File: config.mk
export PLATFORM = sky130hd
export DESIGN_NAME = lfsr_bus_slave
export DESIGN_NICKNAME = d
export VERILOG_FILES = /design/src/rtl/lfsr_bus_slave.sv
export SDC_FILE = /design/constraint.sdc
export NUM_CORES = 1
export LEC_CHECK = 0
export ABC_CLOCK_PERIOD_IN_PS = 2850
export CORE_MARGIN = 1.5
export CORE_UTILIZATION = 56
export CTS_CLUSTER_SIZE = 8
export DETAILED_ROUTE_END_ITERATION = 8
export HOLD_SLACK_MARGIN = 0.03
export PLACE_DENSITY_LB_ADDON = 0.12
export SETUP_SLACK_MARGIN = 0.5
export SLEW_MARGIN = 5
export SYNTH_ARGS = -nofsm -noshare
export SYNTH_HDL_FRONTEND = slang
export SYNTH_SLANG_ARGS = --single-unit
File: constraint.sdc
create_clock -name clk -period 2.85 [get_ports clk]
set_input_delay 0.4275 -clock clk [delete_from_list [all_inputs] [get_ports clk]]
set_output_delay 0.4275 -clock clk [all_outputs]
set_load 0.03 [all_outputs]
File: src/rtl/lfsr_bus_slave.sv
// ---------------------------------------------------------------------------
// lfsr_bus_slave
//   Memory-mapped pseudo-random byte source on the CPU register bus.
//   An 8-bit Galois LFSR fills a small output FIFO while enabled; the CPU
//   seeds, enables, pops and monitors it through four byte registers.
//
//   Register map (relative to ADDR_BASE):
//     +0 CTRL   RW  bit0 EN, bit1 CLR (write-1 flush, reads 0)
//     +1 SEED   RW  write loads lfsr (0 coerced to 1), read returns lfsr
//     +2 DATA   RO  read returns FIFO head and pops it (0 when empty)
//     +3 STATUS RO  {2'b0, underflow, empty, full, count[2:0]}, read clears underflow
//
// Ports
//   clk      in   1  clock, all state on posedge
//   reset    in   1  asynchronous, active-low reset
//   ce       in   1  chip enable; bus access only when high
//   rd       in   1  read strobe, qualified by ce
//   wr       in   1  write strobe, qualified by ce (wins over rd)
//   addr     in   8  register address
//   data_wr  in   8  write data
//   data_rd  out  8  registered read data, held between reads
//   irq      out  1  registered FIFO-full flag
// ---------------------------------------------------------------------------
module lfsr_bus_slave #(
  parameter logic [7:0] ADDR_BASE  = 8'h10,
  parameter int         FIFO_DEPTH = 4,
  parameter logic [7:0] POLY       = 8'hB8
) (
  input  logic       clk,
  input  logic       reset,
  input  logic       ce,
  input  logic       rd,
  input  logic       wr,
  input  logic [7:0] addr,
  input  logic [7:0] data_wr,
  output logic [7:0] data_rd,
  output logic       irq
);

  localparam int PW = (FIFO_DEPTH > 1) ? $clog2(FIFO_DEPTH) : 1;
  localparam int CW = PW + 1;
  localparam logic [CW-1:0] FULL_COUNT = CW'(FIFO_DEPTH);

  localparam logic [7:0] A_CTRL   = ADDR_BASE;
  localparam logic [7:0] A_SEED   = ADDR_BASE + 8'd1;
  localparam logic [7:0] A_DATA   = ADDR_BASE + 8'd2;
  localparam logic [7:0] A_STATUS = ADDR_BASE + 8'd3;

  logic [7:0]    lfsr;
  logic          en;
  logic          underflow;
  logic [PW-1:0] rd_ptr;
  logic [PW-1:0] wr_ptr;
  logic [CW-1:0] count;
  logic [7:0]    mem [FIFO_DEPTH];

  logic       wr_acc, rd_acc;
  logic       ctrl_wr, seed_wr, data_acc, status_rd, clr;
  logic       full, empty, pop, push;
  logic [7:0] lfsr_nxt;
  logic [3:0] count_ext;
  logic [7:0] status_byte;
  logic [7:0] rd_mux;

  // Bus decode, FIFO handshake and read-data mux. A write always wins over
  // a simultaneous read, so a DATA pop and any register write (SEED, CLR)
  // can never coincide.
  always_comb begin
    wr_acc    = ce & wr;
    rd_acc    = ce & rd & ~wr;
    ctrl_wr   = wr_acc && (addr == A_CTRL);
    seed_wr   = wr_acc && (addr == A_SEED);
    data_acc  = rd_acc && (addr == A_DATA);
    status_rd = rd_acc && (addr == A_STATUS);
    clr       = ctrl_wr & data_wr[1];

    lfsr_nxt  = (lfsr >> 1) ^ (lfsr[0] ? POLY : 8'h00);

    full      = (count == FULL_COUNT);
    empty     = (count == '0);
    pop       = data_acc & ~empty;
    // A pop frees the slot this cycle, so a full FIFO can still accept the
    // new byte; a seed load or flush suppresses generation for the cycle.
    push      = en & (~full | pop) & ~seed_wr & ~clr;

    count_ext   = 4'(count);
    status_byte = {2'b00, underflow, empty, full, count_ext[2:0]};

    rd_mux = 8'h00;
    case (addr)
      A_CTRL:   rd_mux = {7'b0, en};
      A_SEED:   rd_mux = lfsr;
      A_DATA:   rd_mux = empty ? 8'h00 : mem[rd_ptr];
      A_STATUS: rd_mux = status_byte;
      default:  rd_mux = 8'h00;
    endcase
  end

  // Control, LFSR, FIFO bookkeeping and registered bus outputs.
  always_ff @(posedge clk or negedge reset) begin
    if (!reset) begin
      lfsr      <= 8'h01;
      en        <= 1'b0;
      underflow <= 1'b0;
      rd_ptr    <= '0;
      wr_ptr    <= '0;
      count     <= '0;
      data_rd   <= 8'h00;
      irq       <= 1'b0;
    end else begin
      if (ctrl_wr)
        en <= data_wr[0];

      if (seed_wr)
        lfsr <= (data_wr == 8'h00) ? 8'h01 : data_wr;
      else if (push)
        lfsr <= lfsr_nxt;

      if (clr) begin
        rd_ptr    <= '0;
        wr_ptr    <= '0;
        count     <= '0;
        underflow <= 1'b0;
      end else begin
        if (push)
          wr_ptr <= wr_ptr + 1'b1;
        if (pop)
          rd_ptr <= rd_ptr + 1'b1;
        if (push && !pop)
          count <= count + 1'b1;
        else if (pop && !push)
          count <= count - 1'b1;

        if (data_acc && empty)
          underflow <= 1'b1;
        else if (status_rd)
          underflow <= 1'b0;
      end

      if (rd_acc)
        data_rd <= rd_mux;

      irq <= full;
    end
  end

  // FIFO storage needs no reset; occupancy is tracked by count/pointers.
  always_ff @(posedge clk) begin
    if (push)
      mem[wr_ptr] <= lfsr_nxt;
  end

endmodule

==> metrics.yaml <==
outcome: "complete, no violations"
cap_violations: 0
synth.most_common_cell: "edfxtp_1"
post_drt_wl_per_cell_um: 19.55
ys_seq_elements: 58
drtPass1Iterations: 4
yosys.area.top_type: "edfxtp_1"
r2r_cells: 10
relSlewSlack_pct: 59.50
p_clk_share_pct: 34.4
synth.area.mux_share_pct: 9.676
row_count: 25
die_x_um: 72.47
intPower_mw: 1.550
ys_top_cells_by_count: "edfxtp_1, dfrtp_1, nand2_1, nor2_1, inv_1"
drt-total-wl_mm: 6.120
die_h_um: 72.47
track_usage_pct: 25.87
clk_latency_ns: 0.34
startpoint_type: "input pin"
gr-total-overflow: 0
setup-violations-final: 0
p_switching_mw: 0.6210
area_growth_pct: 26.76
crit_required_ns: 3.08
synth_edf_count: 32
max_slew.worst_pin.slew_ns: 0.6076
drv_slew: 0
syn_avg_cell_area_um2: 13.31
pwr_density_cell_mw_per_mm2: 633.8
end_kind: "flip-flop"
drive_above_1_share_pct: 29.34
htreeDepth: 3
yosysUniqueCellTypes: 49
yosysWarningCount: 0
drt_first_iter_violations: 176
pwr-share-seq_pct: 48.4
synth_area_mm2: 0.002703
path_class: "in -> reg"
grt_pass1_vias: 1921
synthSimpleGateAreaFrac_pct: 11.57
irDropWorstVdd_uv: 506.1
setup_ws_ns: 0.4395
grt_max_degree: 27
synth_top_area_share_pct: 35.56
drc_errors: 0
finClkSkew_ns: 0.008649
core-area_mm2: 0.004692
p_comb_share_pct: 17.2
cellLeakagePower_nw: 1.446
dp_slack_ns: -0.2056
diodes: 0
synthFlopType: "edfxtp_1"
clk_path_buf_depth: 2
fin_nets: 280
place.gp.congestion: 0.8682
swShare_pct: 28.60
crit_fanout: 4
antenna_left: 0
clk_pin_slew_worst_paths_ns: 0.07
vias: 1893
final.setup.tns_ns: 0
yosysSeqAreaShare_pct: 59.68
netlist_top_cells_area: "edfxtp_1, dfrtp_1, mux4_2"
synthArstFlopShare_pct: 44.83
initial_utilization_pct: 57.60
max_freq_mhz: 414.9
final_cell_area_mm2: 0.003426
viasPerCell: 6.048
post-route-period-util_pct: 84.58
cts_tree: "built"
dp_hpwl_mm: 4.430
arrival_ns: 2.64
place_area_mm2: 0.003169
layout_min_cycle_time_ns: 2.410
synth_top_family_by_area: "simple AND/OR/NAND/NOR gates"
synth-xor-area-share_pct: 2.917
hold_class: "in -> async"
synth_nets: 229
root_buffer: "clkbuf_8"
grt_setup_unrepaired: "true"
clock-sinks: 58
die_area_mm2: 0.005252
cts_buffers: 9
hold_viol_final: 0
syn_inst: 203
grt_first_pass_wirelength_mm: 9.722
synthAdderAreaFrac_pct: 2.593
antenna_found_initial: 0
io_pins: 30
synth-compound-area-share_pct: 9.815
io_buffers: 29
-- metrics by stage --
step                      hold slack (ns)  instances  utilization, %  total power [mW]
after floorplan                    0.1319        203               -             1.263
after global placement             0.4727        291           67.55             1.398
after detailed placement           0.4861        291           67.55             1.423
after CTS                          0.4625        312           72.75             2.169
after global routing               0.4819        313           73.01             2.265
final                              0.4582        313           73.01             2.171
-- registers in the layout, indices dropped and copies added, names as in the netlist --
register / count
mem: 32
data_rd: 8
lfsr: 8
count: 3
rd_ptr: 2
wr_ptr: 2
en: 1
irq: 1
underflow: 1
-- cell type report --
cell class              count  area [um^2]
clock buffers               9        123.9
clock inverters             7        77.57
fillers                   313         1266
inverters                  10        37.54
multi-input cells         123         1059
flip-flops and latches     58         1613
well taps                  54        67.56
repair buffers             52        447.9
-- cells in the final DEF, fill, tap and decap left out, types with 5 or more instances in the layout --
cell type	count
nand2_1	13
a21o_1	5
dfrtp_1	25
mux2i_1	6
clkbuf_8	9
nor2_1	11
xor2_1	5
a22o_1	7
and2_4	5
inv_1	10
buf_4	21
clkdlybuf4s50_1	20
mux4_2	8
edfxtp_1	32
-- routing by layer --
layer	share of wire [%]	wire [um]	vias up	track usage (%)
li1	-	-	857	-
met1	42	2597	943	34.25
met2	50	3062	86	41.46
met3	6.4	394	7	6.806
met4	1.1	66	0	9.644
met5	0	0	-	0
-- final timing paths --
check,from,endpoint,slack [ns]
hold reg to reg,data_rd[3],data_rd[3],0.49
setup / recovery,addr[6],count[2],0.44
max in group asynchronous,reset,lfsr[0],2.09
min in group clk,data_rd[3],data_rd[3],0.49
setup reg to reg,count[1],count[2],0.59
hold / removal,reset,data_rd[2],0.46
-- power groups by stage --
| stage | sequential (mW) | combinational [mW] | clock [mW] |
|---|---|---|---|
| floorplan | 1.07 | 0.193 | 0 |
| global placement | 1.06 | 0.336 | 0 |
| detailed placement | 1.07 | 0.356 | 0 |
| CTS | 1.05 | 0.363 | 0.757 |
| global route | 1.06 | 0.407 | 0.800 |
| finish | 1.05 | 0.373 | 0.748 |
-- kinds of logic (layout without fill, tap and decap cells) --
kind of cell / count (synthesis) / after routing
XOR/XNOR: 9 / 9
adder cells (fa/ha/maj): 5 / 5
AO/OA/AOI/OAI: 36 / 36
AND/OR/NAND/NOR: 57 / 57
flip-flops: 58 / 58
multiplexers: 16 / 16
buffers and inverters: 22 / 78
-- critical path, stage by stage --
cell     delay, ns
buf_6         0.09
or4b_4        0.57
buf_6         0.16
nor3_4        0.15
a211o_1       0.16
or2_4         0.14
nor2_4        0.04
fa_2          0.36
and3_4        0.16
mux2i_2       0.15
xor2_1        0.17
nor2_1        0.07
-- timing repair --
item / 4_1_cts / 5_1_grt
hold endpoints to repair: 0 / 0
pin swaps: 10 / 10
gates resized for setup: 22 / 11
buffers inserted: 5 / 1
hold buffers: 0 / 0
endpoints found under the setup margin: 43 / 2
Power figures use the tool's default switching activity.
